File: src/rtl/traffic_lights_cfg_sequencer.sv
// ---------------------------------------------------------------------------
// traffic_lights_cfg_sequencer
//
// Sits in front of a traffic_lights block and turns timing-reconfiguration
// requests into the legal command sequence on its command bus:
//   BLINK (010) -> SET_G (011) -> SET_R (100) -> SET_Y (101) -> ON (000)
// A SET command whose latched time is 0 is skipped. ON is only issued when
// AUTO_ON=1. Each issued command is followed by CMD_GAP_CYC idle cycles.
// Two requesters (0 = central controller, 1 = maintenance port) are
// arbitrated round-robin. off_i overrides everything: it emits OFF (001)
// the next cycle and discards any sequence in flight.
//
// Parameters
//   CMD_GAP_CYC  idle cycles after every issued command (0 = back-to-back)
//   AUTO_ON      1: finish with ON; 0: leave the light in yellow-blink
//
// Ports
//   clk_i               clock
//   srst_i              synchronous active-high reset
//   reqN_valid_i        requester N has a configuration pending
//   reqN_ready_o        requester N granted (combinational, IDLE only)
//   reqN_red_ms_i       requester N red time in ms (0 = keep current)
//   reqN_yellow_ms_i    requester N yellow time in ms (0 = keep current)
//   reqN_green_ms_i     requester N green time in ms (0 = keep current)
//   off_i               OFF request, sampled every cycle
//   cmd_type_o          command type to traffic_lights (registered)
//   cmd_valid_o         one-cycle command strobe (registered)
//   cmd_data_o          command payload, 0 for non-SET commands (registered)
//   busy_o              sequence in progress
//   done_o              one-cycle pulse, sequence completed
//   aborted_o           one-cycle pulse, sequence killed by off_i
// ---------------------------------------------------------------------------
module traffic_lights_cfg_sequencer #(
    parameter int CMD_GAP_CYC = 2,
    parameter bit AUTO_ON     = 1'b1
) (
    input  logic        clk_i,
    input  logic        srst_i,

    input  logic        req0_valid_i,
    output logic        req0_ready_o,
    input  logic [15:0] req0_red_ms_i,
    input  logic [15:0] req0_yellow_ms_i,
    input  logic [15:0] req0_green_ms_i,

    input  logic        req1_valid_i,
    output logic        req1_ready_o,
    input  logic [15:0] req1_red_ms_i,
    input  logic [15:0] req1_yellow_ms_i,
    input  logic [15:0] req1_green_ms_i,

    input  logic        off_i,

    output logic [2:0]  cmd_type_o,
    output logic        cmd_valid_o,
    output logic [15:0] cmd_data_o,
    output logic        busy_o,
    output logic        done_o,
    output logic        aborted_o
);

    // Command encodings of the traffic_lights command bus
    localparam logic [2:0] CMD_ON    = 3'b000;
    localparam logic [2:0] CMD_OFF   = 3'b001;
    localparam logic [2:0] CMD_BLINK = 3'b010;
    localparam logic [2:0] CMD_SET_G = 3'b011;
    localparam logic [2:0] CMD_SET_R = 3'b100;
    localparam logic [2:0] CMD_SET_Y = 3'b101;

    localparam int GAP_W = (CMD_GAP_CYC > 1) ? $clog2(CMD_GAP_CYC) : 1;
    // The counter is loaded with GAP-1 so GAP holds exactly CMD_GAP_CYC cycles
    localparam logic [GAP_W-1:0] GAP_LOAD =
        GAP_W'((CMD_GAP_CYC > 0) ? (CMD_GAP_CYC - 1) : 0);

    typedef enum logic [2:0] {
        S_IDLE  = 3'd0,
        S_BLINK = 3'd1,
        S_SET_G = 3'd2,
        S_SET_R = 3'd3,
        S_SET_Y = 3'd4,
        S_ON    = 3'd5,
        S_GAP   = 3'd6,
        S_DONE  = 3'd7
    } state_t;

    // ------------------------------------------------------------------
    // State
    // ------------------------------------------------------------------
    state_t           state_reg, state_next;
    state_t           ret_reg, ret_next;        // command state to enter after GAP
    logic [GAP_W-1:0] gap_cnt_reg, gap_cnt_next;
    logic             rr_reg, rr_next;          // 1: req1 wins a tie
    logic [15:0]      red_reg, red_next;
    logic [15:0]      yellow_reg, yellow_next;
    logic [15:0]      green_reg, green_next;

    logic             cmd_valid_reg, cmd_valid_next;
    logic [2:0]       cmd_type_reg, cmd_type_next;
    logic [15:0]      cmd_data_reg, cmd_data_next;
    logic             busy_reg, busy_next;
    logic             done_reg, done_next;
    logic             aborted_reg, aborted_next;

    // ------------------------------------------------------------------
    // Requester arbitration
    // ------------------------------------------------------------------
    logic [1:0]  req_valid;
    logic [1:0]  grant;
    logic [1:0]  req_ready;
    logic [15:0] req_red    [2];
    logic [15:0] req_yellow [2];
    logic [15:0] req_green  [2];
    logic        handshake;
    logic [15:0] sel_red, sel_yellow, sel_green;

    assign req_valid     = {req1_valid_i, req0_valid_i};
    assign req_red[0]    = req0_red_ms_i;
    assign req_red[1]    = req1_red_ms_i;
    assign req_yellow[0] = req0_yellow_ms_i;
    assign req_yellow[1] = req1_yellow_ms_i;
    assign req_green[0]  = req0_green_ms_i;
    assign req_green[1]  = req1_green_ms_i;

    // A lone requester always wins; on a tie the one not served last wins.
    // Ready is also held low during reset so no handshake is lost to it.
    generate
        for (genvar gi = 0; gi < 2; gi++) begin : g_req
            assign grant[gi]     = req_valid[gi] &&
                                   (!req_valid[1 - gi] || (rr_reg == 1'(gi)));
            assign req_ready[gi] = (state_reg == S_IDLE) && grant[gi] &&
                                   !off_i && !srst_i;
        end
    endgenerate

    assign req0_ready_o = req_ready[0];
    assign req1_ready_o = req_ready[1];
    assign handshake    = |req_ready;

    assign sel_red    = req_ready[1] ? req_red[1]    : req_red[0];
    assign sel_yellow = req_ready[1] ? req_yellow[1] : req_yellow[0];
    assign sel_green  = req_ready[1] ? req_green[1]  : req_green[0];

    // ------------------------------------------------------------------
    // Successor of each command state, skipping SET states whose time is 0.
    // Resolving the skip here means a skipped state costs no cycles at all.
    // ------------------------------------------------------------------
    state_t after_y, after_r, after_g, after_blink, follow;

    always_comb begin
        after_y     = AUTO_ON ? S_ON : S_DONE;
        after_r     = (yellow_reg != '0) ? S_SET_Y : after_y;
        after_g     = (red_reg    != '0) ? S_SET_R : after_r;
        after_blink = (green_reg  != '0) ? S_SET_G : after_g;
        case (state_reg)
            S_BLINK: follow = after_blink;
            S_SET_G: follow = after_g;
            S_SET_R: follow = after_r;
            S_SET_Y: follow = after_y;
            default: follow = S_DONE;
        endcase
    end

    // ------------------------------------------------------------------
    // Process 1: state register (also holds the registered outputs)
    // ------------------------------------------------------------------
    always_ff @(posedge clk_i) begin
        if (srst_i) begin
            state_reg     <= S_IDLE;
            ret_reg       <= S_IDLE;
            gap_cnt_reg   <= '0;
            rr_reg        <= 1'b0;
            red_reg       <= '0;
            yellow_reg    <= '0;
            green_reg     <= '0;
            cmd_valid_reg <= 1'b0;
            cmd_type_reg  <= '0;
            cmd_data_reg  <= '0;
            busy_reg      <= 1'b0;
            done_reg      <= 1'b0;
            aborted_reg   <= 1'b0;
        end else begin
            state_reg     <= state_next;
            ret_reg       <= ret_next;
            gap_cnt_reg   <= gap_cnt_next;
            rr_reg        <= rr_next;
            red_reg       <= red_next;
            yellow_reg    <= yellow_next;
            green_reg     <= green_next;
            cmd_valid_reg <= cmd_valid_next;
            cmd_type_reg  <= cmd_type_next;
            cmd_data_reg  <= cmd_data_next;
            busy_reg      <= busy_next;
            done_reg      <= done_next;
            aborted_reg   <= aborted_next;
        end
    end

    // ------------------------------------------------------------------
    // Process 2: next-state logic
    // ------------------------------------------------------------------
    always_comb begin
        state_next   = state_reg;
        ret_next     = ret_reg;
        gap_cnt_next = gap_cnt_reg;
        rr_next      = rr_reg;
        red_next     = red_reg;
        yellow_next  = yellow_reg;
        green_next   = green_reg;

        if (off_i) begin
            // DONE doubles as the one-cycle settle slot after an OFF, so the
            // FSM is back in IDLE two cycles after off_i and grants stay
            // blocked in between. done_o is suppressed for this case below.
            state_next = S_DONE;
        end else begin
            case (state_reg)
                S_IDLE: begin
                    if (handshake) begin
                        red_next    = sel_red;
                        yellow_next = sel_yellow;
                        green_next  = sel_green;
                        rr_next     = req_ready[0];
                        state_next  = S_BLINK;
                    end
                end
                S_BLINK, S_SET_G, S_SET_R, S_SET_Y, S_ON: begin
                    if (CMD_GAP_CYC == 0) begin
                        state_next = follow;
                    end else begin
                        state_next   = S_GAP;
                        ret_next     = follow;
                        gap_cnt_next = GAP_LOAD;
                    end
                end
                S_GAP: begin
                    if (gap_cnt_reg == '0) begin
                        state_next = ret_reg;
                    end else begin
                        gap_cnt_next = gap_cnt_reg - 1'b1;
                    end
                end
                S_DONE:  state_next = S_IDLE;
                default: state_next = S_IDLE;
            endcase
        end
    end

    // ------------------------------------------------------------------
    // Process 3: output logic. Outputs are decoded from the state being
    // entered and registered, so each command appears during the cycle its
    // state is occupied.
    // ------------------------------------------------------------------
    always_comb begin
        cmd_valid_next = 1'b0;
        cmd_type_next  = CMD_ON;
        cmd_data_next  = '0;

        if (off_i) begin
            cmd_valid_next = 1'b1;
            cmd_type_next  = CMD_OFF;
        end else begin
            case (state_next)
                S_BLINK: begin
                    cmd_valid_next = 1'b1;
                    cmd_type_next  = CMD_BLINK;
                end
                S_SET_G: begin
                    cmd_valid_next = 1'b1;
                    cmd_type_next  = CMD_SET_G;
                    cmd_data_next  = green_reg;
                end
                S_SET_R: begin
                    cmd_valid_next = 1'b1;
                    cmd_type_next  = CMD_SET_R;
                    cmd_data_next  = red_reg;
                end
                S_SET_Y: begin
                    cmd_valid_next = 1'b1;
                    cmd_type_next  = CMD_SET_Y;
                    cmd_data_next  = yellow_reg;
                end
                S_ON: begin
                    cmd_valid_next = 1'b1;
                    cmd_type_next  = CMD_ON;
                end
                default: begin
                    cmd_valid_next = 1'b0;
                end
            endcase
        end

        busy_next    = (state_next != S_IDLE) && !off_i;
        done_next    = (state_next == S_DONE) && !off_i;
        // Only a sequence that was actually running reports an abort
        aborted_next = off_i && busy_reg;
    end

    assign cmd_valid_o = cmd_valid_reg;
    assign cmd_type_o  = cmd_type_reg;
    assign cmd_data_o  = cmd_data_reg;
    assign busy_o      = busy_reg;
    assign done_o      = done_reg;
    assign aborted_o   = aborted_reg;

endmodule

File: config.mk
export PLATFORM = sky130hd
export DESIGN_NAME = traffic_lights_cfg_sequencer
export DESIGN_NICKNAME = d
export VERILOG_FILES = /design/src/rtl/traffic_lights_cfg_sequencer.sv
export SDC_FILE = /design/constraint.sdc
export NUM_CORES = 1
export LEC_CHECK = 0
export ABC_AREA = 0
export CELL_PAD_IN_SITES_DETAIL_PLACEMENT = 2
export CELL_PAD_IN_SITES_GLOBAL_PLACEMENT = 2
export CORE_ASPECT_RATIO = 0.5
export CORE_UTILIZATION = 26
export CTS_BUF_LIST = sky130_fd_sc_hd__clkbuf_16
export CTS_CLUSTER_DIAMETER = 80
export DETAILED_ROUTE_END_ITERATION = 12
export MAX_ROUTING_LAYER = met4
export PLACE_DENSITY = 0.83
export SLEW_MARGIN = 30
export SYNTH_ARGS = -nofsm -noshare
export SYNTH_HDL_FRONTEND = slang
export SYNTH_SLANG_ARGS = --single-unit
export TNS_END_PERCENT = 1
File: constraint.sdc
create_clock -name clk_i -period 2.3 [get_ports clk_i]
set_clock_uncertainty 0.2 [all_clocks]
set_input_delay 0.46 -clock clk_i [delete_from_list [all_inputs] [get_ports clk_i]]
set_output_delay 0.46 -clock clk_i [all_outputs]
set_load 0.1 [all_outputs]
==> results of run 1 <==
[where the power goes]
| group | total [mW] | leakage, nW | switching [mW] | internal [mW] |
|---|---|---|---|---|
| sequential | 1.47 | 0.642 | 0.0539 | 1.41 |
| clock | 1.59 | 0.157 | 0.636 | 0.954 |
| combinational | 0.556 | 1.30 | 0.280 | 0.276 |
| total | 3.61 | 2.10 | 0.970 | 2.64 |
[synthesized netlist by cell type (3+ instances only)]
library cell	n
mux2i_1	18
clkbuf_1	21
a21oi_1	8
nand3_1	4
o21ai_0	4
a311oi_2	17
buf_6	3
inv_1	3
nor3_1	4
buf_2	11
nor2_1	56
o2bb2ai_1	16
nor4_1	12
nand2_1	104
dfxtp_1	79
a311oi_1	32
[worst max-delay path by stage]
stage / startpoint / slack [ps] / end / cells after the start
floorplan: off_i / 2 / req1_ready_o / 6
global placement: off_i / -170 / green_reg[2]$_SDFFE_PP0P_ / 7
detailed placement: req1_valid_i / -320 / green_reg[6]$_SDFFE_PP0P_ / 6
CTS: state_reg[1]$_SDFF_PP0_ / -40 / req1_ready_o / 5
global route: state_reg[1]$_SDFF_PP0_ / -90 / req1_ready_o / 5
finish: state_reg[1]$_SDFF_PP0_ / -30 / req1_ready_o / 5
[logic make-up (layout without fill, tap and decap cells)]
family	after synthesis	after routing	synth area share
flops	79	79	0.430
simple gates	195	195	0.229
other cells	0	1	0
compound gates	91	91	0.235
mux	18	18	0.0490
xor+xnor	3	3	0.00714
buf+inv	40	173	0.0507
[routing by layer]
metal	vias up	track usage	part of all wire
li1	1798	-	-
met1	1987	0.277	0.44
met2	96	0.395	0.50
met3	28	0.0438	0.033
met4	0	0.0827	0.023
met5	-	-	0
[timing repair]
action                     CTS  global route
resized for setup            7             5
hold endpoints to repair     0             0
buffers inserted             1             0
setup endpoints to repair    3             6
pin swaps                    1             1
[cell type report]
type                       count  share of cell area
multi-input combinational    307               0.346
clock inverter                 7              0.0170
tap                          192              0.0430
inverter                       5             0.00470
antenna                        1            0.000448
timing repair buffer         152               0.265
clock buffer                   9              0.0403
sequential                    79               0.284
[placed cells by master (no fill, tap or decap), drive strengths merged, types with 4 or more instances in the layout]
master         count
nand2            105
nor4              13
clkbuf             9
inv                5
nor3               4
a21oi              8
buf               53
a311oi            49
clkinv             5
o21ai              4
nand3              4
nor2              56
dfxtp             79
mux2i             18
o2bb2ai           16
clkdlybuf4s50     97
[stage by stage]
step | std cells | power [mW] | setup TNS [ps]
final | 752 | 3.61 | -33.4
after floorplan | 426 | 1.73 | 0
after global placement | 734 | 2.01 | -7520
after CTS | 751 | 3.62 | -59.8
after detailed placement | 734 | 2.03 | -11510
after global routing | 752 | 3.72 | -108
==> run_results.csv, run 1 <==
group,metric,value,unit
run_status,status,"finished, violations left",
run_status,violations,"setup timing",
critical_path,r2r_setup_slack,90,ps
clock_network,cts_tree,"yes",
logic_synthesis,syn_nets,527,
floorplanning,rows,30,
detailed_routing,wl_per_cell,21.3,um
worst_hold_path,worstHoldStart,"busy_o$_SDFF_PP0_",
placement,portBuffers,125,
critical_path,critPathKind,"flop to output pin",
critical_path,start_kind,"flop",
detailed_routing,ant_nets,0,
floorplanning,io_pins,126,
worst_hold_path,min_to,"aborted_o$_SDFF_PP0_",
critical_path,crit_chain,"nor4_4 > buf_4 > o2111ai_4 > clkinv_4 > buf_12",
detailed_routing,first_pass_iters,4,
logic_synthesis,synth_enable_flop_cells,0,
sta,worst_slack,-33.4,ps
clock_network,clkTransAtPathRegs,70,ps
worst_hold_path,hold_class,"flop to flop",
clock_network,clk_latency,350,ps
critical_path,cp_data_required_time,1640,ps
floorplanning,die_h,86.1,um
sta,min_period,2330,ps
clock_network,cts_buffer_depth,2,
logic_synthesis,synth_cell_types,43,
logic_synthesis,synth_cells,426,
sta,finalHoldViolCount,0,
logic_synthesis,ys.flop_type,"dfxtp_1",
floorplanning,start_util,0.269,
sta,setup_viol,1,
detailed_routing,drt-initial-drc-count,287,
clock_network,cts_max_level,3,
global_route,grt_max_degree,55,
sta,min_period_over_period,1.01,
detailed_routing,vias,3909,
global_route,first_global_vias,4280,
logic_synthesis,netlist_area,3680,sq um
sta,maxSlewViolCount,0,
layout,n_fill_cell,1529,
global_route,grt_first_pass_wirelength,24800,um
clock_network,cts-buffers-inserted,9,
critical_path,slowest_delay,400,ps
placement,place_congestion,0.806,
worst_hold_path,whs_path_depth,1,
critical_path,cp_top_family,"buffers and inverters",
detailed_routing,totalWireLength,16000,um
layout,final_nets,655,
placement,dpl.hpwl,11100,um
run,maxCapViolCount,0,
power_and_ir_drop,p_leak,2.10,nW
critical_path,rr_worst_depth,6,
logic_synthesis,yosysTopAreaCell,"dfxtp_1",
logic_synthesis,ys_ff_latch,79,
clock_network,hold_buffers,0,
floorplanning,fp.coreArea,13700,sq um
clock_network,cts_num_sinks,79,
critical_path,worstPathMaxFanout,3,
power_and_ir_drop,ir_drop,387,uV
logic_synthesis,async_flop_share,0,
global_route,grt_usage,0.233,
sta,max_freq,0.429,GHz
logic_synthesis,synth.area.top_cells,"dfxtp_1 (43%), nand2_1 (11%), a311oi_1 (7.6%)",
critical_path,timing.rr.end,"green_reg[6]$_SDFFE_PP0P_",
logic_synthesis,synth_top_area_share,0.430,
logic_synthesis,ys_warn_count,0,
sta,hold_slack,294,ps
sta,rsz0062_at_grt,"true",
critical_path,path_buf_inv,3,
critical_path,crit_path_end_kind,"output pin",
detailed_routing,route.detailed.drc,0,
floorplanning,die-area,14700,sq um
detailed_routing,viasPerCell,5.20,
placement,dp_slack,-318,ps
clock_network,root_buffer,"clkbuf_16",
global_route,overflow,0,
layout,regArea,1590,sq um
layout,multi_input_area,1940,sq um
critical_path,worstReg2RegStart,"state_reg[1]$_SDFF_PP0_",
layout,layout-drive-gt1-share,0.175,
sta,max-slew-margin-rel,0.512,
critical_path,critPathArrivalTime,1670,ps
placement,post_dp_cell_area,5240,sq um
power_and_ir_drop,power.density,646,nW/um^2
critical_path,cp_slowest_cell,"nor4_4",
layout,stdcell_area,5590,sq um
floorplanning,die_x,170,um
logic_synthesis,avgSynthCellArea,8.64,sq um
layout,area_delta_synth_final,52.0,%
logic_synthesis,ys_seq_area_frac,0.430,
global_route,antenna_found_initial,1,
sta,tightest_slew,732,ps
layout,post-route-util,0.409,
(Power assumes the default switching activity.)
==> run 2, diff against run 1 <==
Settings changed: CORE_MARGIN set to 2.
==> run 2 against run 1 <==
The run now ends clean. Fmax up 4.8%. Clock power down 3%. Critical path depth stayed put. Global-route usage down 1.4 points. Largest power group unchanged. Highest routed layer unchanged. Critical endpoint unchanged. First-iteration DRC count shrank 13%. Clock-buffer cell count unchanged.
==> run_results.csv, run 2 (synthesis gave the netlist of run 1 again) <==
group,metric,value,unit
run_status,status,"completed",
sta,min_period,2230,ps
critical_path,critPathKind,"input pin to output pin",
placement,dpl.hpwl,10800,um
critical_path,cp_data_required_time,1640,ps
detailed_routing,ant_nets,0,
power_and_ir_drop,ir_drop,369,uV
sta,max-slew-margin-rel,0.509,
worst_hold_path,whs_path_depth,1,
layout,layout-drive-gt1-share,0.178,
sta,max_freq,0.449,GHz
layout,area_delta_synth_final,52.4,%
placement,dp_slack,-234,ps
detailed_routing,first_pass_iters,4,
global_route,grt_usage,0.219,
power_and_ir_drop,power.density,635,nW/um^2
placement,portBuffers,125,
detailed_routing,vias,3819,
critical_path,slowest_delay,530,ps
layout,layout_common_cells,"nand2_1 (104), clkdlybuf4s50_1 (97), dfxtp_1 (78)",
clock_network,cts_max_level,3,
critical_path,crit_path_end_kind,"output pin",
global_route,first_global_vias,4192,
placement,place_congestion,0.820,
run,maxCapViolCount,0,
detailed_routing,route.detailed.drc,0,
critical_path,worstPathMaxFanout,3,
sta,finalHoldViolCount,0,
clock_network,cts-buffers-inserted,9,
sta,min_period_over_period,0.968,
critical_path,rr_worst_depth,6,
clock_network,root_buffer,"clkbuf_16",
floorplanning,fp.coreArea,13700,sq um
global_route,overflow,0,
layout,n_antenna_cell,0,
floorplanning,die_h,88.1,um
clock_network,clkTransAtPathRegs,60,ps
detailed_routing,drt-initial-drc-count,251,
layout,final_nets,659,
floorplanning,io_pins,126,
power_and_ir_drop,p_leak,2.11,nW
clock_network,cts_num_sinks,79,
critical_path,critPathArrivalTime,1570,ps
clock_network,cts_buffer_depth,2,
sta,worst_slack,73.0,ps
sta,setup_viol,0,
sta,maxSlewViolCount,0,
floorplanning,rows,30,
global_route,grt_first_pass_wirelength,24100,um
worst_hold_path,hold_class,"flop to flop",
critical_path,crit_chain,"clkdlybuf4s50_1 > buf_4 > o2111ai_4 > inv_6 > buf_12",
layout,layout_commonest_cell,"nand2_1",
detailed_routing,wl_per_cell,20.5,um
layout,post-route-util,0.409,
global_route,grt_max_degree,55,
floorplanning,die_x,172,um
global_route,antenna_found_initial,0,
critical_path,cp_slowest_cell,"clkdlybuf4s50_1",
floorplanning,start_util,0.269,
floorplanning,die-area,15200,sq um
clock_network,cts_tree,"yes",
sta,rsz0062_at_grt,"false",
clock_network,clk_latency,350,ps
detailed_routing,viasPerCell,5.06,
critical_path,start_kind,"input pin",
sta,tightest_slew,737,ps
detailed_routing,totalWireLength,15400,um
==> run 2: worst paths after layout <==
| check | startpoint | end | slack [ps] |
|---|---|---|---|
| worst max-delay path | req1_valid_i | req1_ready_o | 70 |
| worst min-delay path | yellow_reg[12]$_SDFFE_PP0P_ | cmd_data_o[12]$_SDFF_PP0_ | 300 |
| worst max register to register | state_reg[2]$_SDFF_PP0_ | cmd_data_o[1]$_SDFF_PP0_ | 150 |
| worst min register to register | yellow_reg[12]$_SDFFE_PP0P_ | cmd_data_o[12]$_SDFF_PP0_ | 300 |
==> run 2: worst max-delay path, delay by kind of cell <==
| family | cells | cell delay (ps) |
|---|---|---|
| AO/OA/AOI/OAI | 1 | 170 |
| buffers and inverters | 4 | 940 |
==> run 2: where the power goes <==
part           switching, mW  internal, mW  leakage [nW]
clock network          0.598         0.943         0.154
logic                  0.273         0.277          1.32
registers             0.0532          1.42         0.641
total                  0.924          2.64          2.11
==> run 2: routing by layer <==
layer | vias up | part of all wire | global-route usage
li1 | 1808 | - | -
met1 | 1911 | 0.44 | 0.264
met2 | 80 | 0.50 | 0.374
met3 | 20 | 0.036 | 0.0384
met4 | 0 | 0.021 | 0.0756
met5 | - | 0 | -
==> run 2: final cells by class <==
cell class / instances / area (sq um)
multi-input cells: 307 / 1940
well taps: 192 / 240
clock buffers: 9 / 225
fillers: 1479 / 8090
clock inverters: 7 / 88.8
inverters: 5 / 26.3
flip-flops and latches: 79 / 1580
repair buffers: 156 / 1510
==> run 2: per-stage QoR <==
step                power [mW]  std cells  TNS, ps  hold WS [ps]  area [sq um]
floorplan                 1.73        426        0           254          3680
global route              3.69        755        0           321          5610
global placement          2.01        736    -6490           278          5260
detailed placement        2.03        736    -9210           288          5260
CTS                       3.60        755        0           299          5590
finish                    3.56        755        0           298          5610
==> run 2: what timing repair did <==
| item | in CTS | in global routing |
|---|---|---|
| endpoints found under the setup margin | 2 | 5 |
| gates resized for setup | 3 | 4 |
| gates cloned | 0 | 0 |
| pin swaps | 1 | 1 |
| hold buffers | 0 | 0 |
| endpoints found under the hold margin | 0 | 0 |
| buffers inserted | 3 | 0 |
==> run 3, diff against run 2 <==
Settings changed: GPL_ROUTABILITY_DRIVEN set to 1, TNS_END_PERCENT 1 to 10.
==> results of run 3 <==
Same layout as run 2: the final DEF is identical, and so are final timing and power.
